<file path="src/rtl/ex_mem_stage.sv">
// EX/MEM pipeline register built as a two-entry skid buffer with branch/jump
// resolution on accept. in_ready is a flop, so out_ready never reaches it combinationally.
module ex_mem_stage #(
    parameter int N = 32
) (
    input  logic         clk,
    input  logic         rst,
    input  logic         in_valid,
    output logic         in_ready,
    input  logic [N-1:0] AluResult,
    input  logic         CarryFlag,
    input  logic         ZeroFlag,
    input  logic         OverflowFlag,
    input  logic         SignFlag,
    input  logic [N-1:0] StoreData,
    input  logic [N-1:0] PcTarget,
    input  logic [4:0]   Rd,
    input  logic [2:0]   Funct3,
    input  logic         Branch,
    input  logic         Jump,
    input  logic         RegWrite,
    input  logic         MemRead,
    input  logic         MemWrite,
    input  logic         flush,
    output logic         out_valid,
    input  logic         out_ready,
    output logic [N-1:0] out_AluResult,
    output logic [N-1:0] out_StoreData,
    output logic [4:0]   out_Rd,
    output logic [2:0]   out_Funct3,
    output logic         out_RegWrite,
    output logic         out_MemRead,
    output logic         out_MemWrite,
    output logic         redirect,
    output logic [N-1:0] redirect_pc
);

    typedef struct packed {
        logic [N-1:0] alu;
        logic [N-1:0] store;
        logic [4:0]   rd;
        logic [2:0]   funct3;
        logic         regwrite;
        logic         memread;
        logic         memwrite;
    } entry_t;

    entry_t       r_main;
    entry_t       r_skid;
    logic         r_main_valid;
    logic         r_skid_valid;
    logic         r_in_ready;
    logic         r_redirect;
    logic [N-1:0] r_redirect_pc;

    entry_t       w_new;
    entry_t       w_main_nxt;
    entry_t       w_skid_nxt;
    logic         w_main_valid_nxt;
    logic         w_skid_valid_nxt;
    logic         w_redirect_nxt;
    logic [N-1:0] w_redirect_pc_nxt;
    logic         w_accept;
    logic         w_deliver;
    logic         w_taken;
    logic         w_redirect_take;

    assign w_accept  = in_valid & r_in_ready;
    assign w_deliver = r_main_valid & out_ready;

    always_comb begin
        w_taken = 1'b0;
        case (Funct3)
            3'b000:  w_taken = ZeroFlag;
            3'b001:  w_taken = ~ZeroFlag;
            3'b100:  w_taken = SignFlag ^ OverflowFlag;
            3'b101:  w_taken = ~(SignFlag ^ OverflowFlag);
            3'b110:  w_taken = ~CarryFlag;
            3'b111:  w_taken = CarryFlag;
            default: w_taken = 1'b0;
        endcase
    end

    assign w_redirect_take = Jump | (Branch & w_taken);

    // Branches never write back or touch memory, whatever the decoder drove.
    always_comb begin
        w_new.alu      = AluResult;
        w_new.store    = StoreData;
        w_new.rd       = Rd;
        w_new.funct3   = Funct3;
        w_new.regwrite = RegWrite & ~Branch;
        w_new.memread  = MemRead & ~Branch;
        w_new.memwrite = MemWrite & ~Branch;
    end

    always_comb begin
        w_main_nxt        = r_main;
        w_skid_nxt        = r_skid;
        w_main_valid_nxt  = r_main_valid;
        w_skid_valid_nxt  = r_skid_valid;
        w_redirect_nxt    = w_accept & w_redirect_take;
        w_redirect_pc_nxt = (w_accept & w_redirect_take) ? PcTarget : r_redirect_pc;

        if (flush) begin
            w_main_valid_nxt = 1'b0;
            w_skid_valid_nxt = 1'b0;
            w_redirect_nxt   = 1'b0;
            w_redirect_pc_nxt = r_redirect_pc;
        end else if (r_skid_valid) begin
            // in_ready is low here, so no accept can coincide with the skid drain
            if (w_deliver) begin
                w_main_nxt       = r_skid;
                w_skid_valid_nxt = 1'b0;
            end
        end else if (w_accept) begin
            if (!r_main_valid || w_deliver) begin
                w_main_nxt       = w_new;
                w_main_valid_nxt = 1'b1;
            end else begin
                w_skid_nxt       = w_new;
                w_skid_valid_nxt = 1'b1;
            end
        end else if (w_deliver) begin
            w_main_valid_nxt = 1'b0;
        end
    end

    always_ff @(posedge clk) begin
        if (!rst) begin
            r_main        <= '0;
            r_skid        <= '0;
            r_main_valid  <= 1'b0;
            r_skid_valid  <= 1'b0;
            r_in_ready    <= 1'b1;
            r_redirect    <= 1'b0;
            r_redirect_pc <= '0;
        end else begin
            r_main        <= w_main_nxt;
            r_skid        <= w_skid_nxt;
            r_main_valid  <= w_main_valid_nxt;
            r_skid_valid  <= w_skid_valid_nxt;
            r_in_ready    <= ~w_skid_valid_nxt;
            r_redirect    <= w_redirect_nxt;
            r_redirect_pc <= w_redirect_pc_nxt;
        end
    end

    assign in_ready      = r_in_ready;
    assign out_valid     = r_main_valid;
    assign out_AluResult = r_main.alu;
    assign out_StoreData = r_main.store;
    assign out_Rd        = r_main.rd;
    assign out_Funct3    = r_main.funct3;
    assign out_RegWrite  = r_main.regwrite;
    assign out_MemRead   = r_main.memread;
    assign out_MemWrite  = r_main.memwrite;
    assign redirect      = r_redirect;
    assign redirect_pc   = r_redirect_pc;

endmodule
</file>
<file path="config.mk">
export PLATFORM = sky130hd
export DESIGN_NAME = ex_mem_stage
export DESIGN_NICKNAME = d
export VERILOG_FILES = /design/src/rtl/ex_mem_stage.sv
export SDC_FILE = /design/constraint.sdc
export NUM_CORES = 1
export LEC_CHECK = 0
export BUFFER_PORTS_ARGS = -buffer_cell sky130_fd_sc_hd__buf_2
export CAP_MARGIN = 20
export CORE_MARGIN = 1
export CORE_UTILIZATION = 57
export DETAILED_ROUTE_END_ITERATION = 8
export PLACE_DENSITY = 0.87
export SLEW_MARGIN = 20
export SYNTH_ARGS = -nofsm -noshare
export SYNTH_HDL_FRONTEND = slang
export SYNTH_SLANG_ARGS = --single-unit
</file>
<file path="constraint.sdc">
create_clock -name clk -period 3.93 [get_ports clk]
set_clock_uncertainty 0.2 [all_clocks]
set_input_delay 0.393 -clock clk [delete_from_list [all_inputs] [get_ports clk]]
set_output_delay 0.393 -clock clk [all_outputs]
set_load 0.02 [all_outputs]
</file>
==> results.toml <==
[job]
maxCapViolations = 0

[placed_design]
hpwl_um = 12400
globalplace.congestion = 0.771
dp_worst_setup_slack_ps = 1190
dp_cells = 1273
port_buffers = 227

[clock_network]
cts.path.max_buffers = 2
post_cts_resized = 0
cts_tree = "yes"
cts_hold_buf = 0
cts_setup_buffers = 0
clockRootBuffer = "clkbuf_16"
cts-buffers-inserted = 17
htreeDepth = 4
clock_latency_ps = 420
cts.sinks = 186
path_clk_slew_ps = 70

[global_route]
grt_pass1_vias = 6593
gr-total-overflow = 0
grt_max_degree = 124
grt_pass1_wl_um = 31000
antenna_found_initial = 3
grt_use_total_pct = 25.8

[routing]
met1_length_um = 8720
dr_wl_met3_um = 1130
num_vias = 7463
drtAntennaViolNets = 0
wl_met2_um = 9330
vias_per_cell = 5.73
routed_wl_um = 20000
routedWlPerCell_um = 15.3
dr.pass1.iters = 7
top_layer = "met5"
drc_errors = 0
drt_iter0_markers = 511

[die]
initial_utilization_pct = 59.2
die-area_um2 = 15100
fp.dieH_um = 123
ios = 228
core_area_um2 = 14100
die_w_um = 123
row_count = 43

[sta]
timing.final.crit_share_pct = 70.0
tightest_slew_ps = 1060
setup_tns_ps = 0
maxSlewHeadroom_pct = 29.1
setup_viol = 0
fin_ws_ps = 1180
period_needed_ps = 2750
rsz0062_at_grt = "no"
drv_slew = 0
hold_viol = 0
max_clock_freq_mhz = 363

[synthesis]
syn_inst = 947
syn_area_um2 = 8350
synth_seq_cells = 186
synth_cell_types = 30
ys.flop_type = "dfxtp_1"
ys.warnings.count = 0
yosysTopAreaCell = "dfxtp_1"
synth_edf_count = 0
yosysSeqAreaShare_pct = 44.6
ys_top_cells_by_area = "dfxtp_1 45%, nand2_1 13%, o211a_1 9.0%"
syn_nets = 1065
syn_avg_cell_area_um2 = 8.81
synth-async-reset-ratio_pct = 0
netlist.area_leader.share_pct = 44.6

[setup_path]
required_ps = 4070
crit_buf_inv = 1
critPathSlowestCell = "or3_2"
worstPathArrival_ps = 2890
end_kind = "flop"
crit_chain = "nand3b_1 -> or3_2 -> buf_4 -> nand2_1 -> a21boi_0"
critPathKind = "reg2reg"
worst_setup_path_start_kind = "flop"
r2r-start = "r_skid_valid$_SDFF_PN0_"
cp_top_family = "simple AND/OR/NAND/NOR gates"
crit_fanout = 44
critPathMaxStageDelay_ps = 740
crit_start = "r_skid_valid$_SDFF_PN0_"

[outcome]
outcome = "finished clean"

[layout]
fin_nets = 1230
regArea_um2 = 3730
syn_to_final_growth_pct = 19.7
drive_gt1_share_pct = 24.3
final_common_cell = "nand2_1"
fin_cells = 1303
fillCellCount = 1124
multi_input_area_um2 = 4260
mostFrequentLayoutCells = "287 x nand2_1, 226 x buf_2, 185 x dfxtp_1"

[power]
ir_drop_v = 0.000301
p_per_area_nw_per_um2 = 409
leakage_uw = 0.00476

[min_path]
worstHoldStart = "AluResult[31]"
hold_class = "in2reg"
## layout make-up
type	count	area share, %
multi-input combinational	666	42.6
sequential	186	37.3
timing repair buffer	239	12.4
clock buffer	21	4.82
tap	180	2.25
clock inverter	7	0.438
inverter	2	0.0752
antenna	2	0.0501
## power breakdown
group          switching, uW  total (uW)  internal [uW]
registers               42.8        2010           1970
logic                    325         532            207
clock network            684        1550            863
## through the flow
step	area (um2)	total power (uW)	utilization [%]	hold WS, ps
2_1_floorplan	8350	2380	-	243
3_3_place_gp	9460	2570	67.1	248
3_5_place_dp	9460	2580	67.1	256
4_1_cts	9980	4120	70.8	11.3
5_1_grt	9990	4250	70.8	16.9
6_report	9990	4090	70.9	25.5
## cell families (layout without fill, tap and decap cells)
kind of cell	count (synthesis)	in the layout	share of synthesized area [%]
AND/OR/NAND/NOR	367	367	19.6
AO/OA/AOI/OAI	226	226	22.0
flip-flops	186	186	44.6
buffers and inverters	95	269	4.87
multiplexers	72	72	8.63
XOR/XNOR	1	1	0.285
other	0	2	0
## routing by layer
layer / vias up / global-route usage [%]
li1: 3672 / -
met1: 3501 / 32.2
met2: 226 / 40.6
met3: 60 / 7.38
met4: 4 / 13.2
met5: - / 0
## worst reg2reg max path, stage by stage, from the launching register on
cell      delay [ps]
dfxtp_4          620
nand3b_1         290
or3_2            740
buf_4            510
nand2_1          110
a21boi_0         220
## final timing paths
kind	to	slack (ps)	cells after the start
worst max-delay path	r_skid[16]$_SDFFE_PN0P_	1180	5
worst min-delay path	r_skid[74]$_SDFFE_PN0P_	30	3
worst min register to register	r_skid[62]$_SDFFE_PN0P_	260	2
worst max register to register	r_skid[16]$_SDFFE_PN0P_	1180	5
## state kept, by name, indices dropped and copies added, names as in the netlist
signal,count
out_AluResult,32
out_Funct3,3
out_StoreData,32
in_ready,1
redirect_pc,32
out_Rd,5
r_skid,75
out_MemWrite,1
out_MemRead,1
out_RegWrite,1
r_skid_valid,1
redirect,1
out_valid,1
## cells in the mapped netlist, drive strengths merged, types with 2 or more instances
library cell    n
and3           32
nand2         287
nand2b          2
clkbuf         66
a21oi           4
nand4b          2
o21ai          34
or4            32
mux2i          72
buf            27
dfxtp         186
a21boi         75
a221oi          2
nand3b          4
inv             2
o211a          75
nor3b           5
o2111ai        32
(Power assumes the default switching activity.)
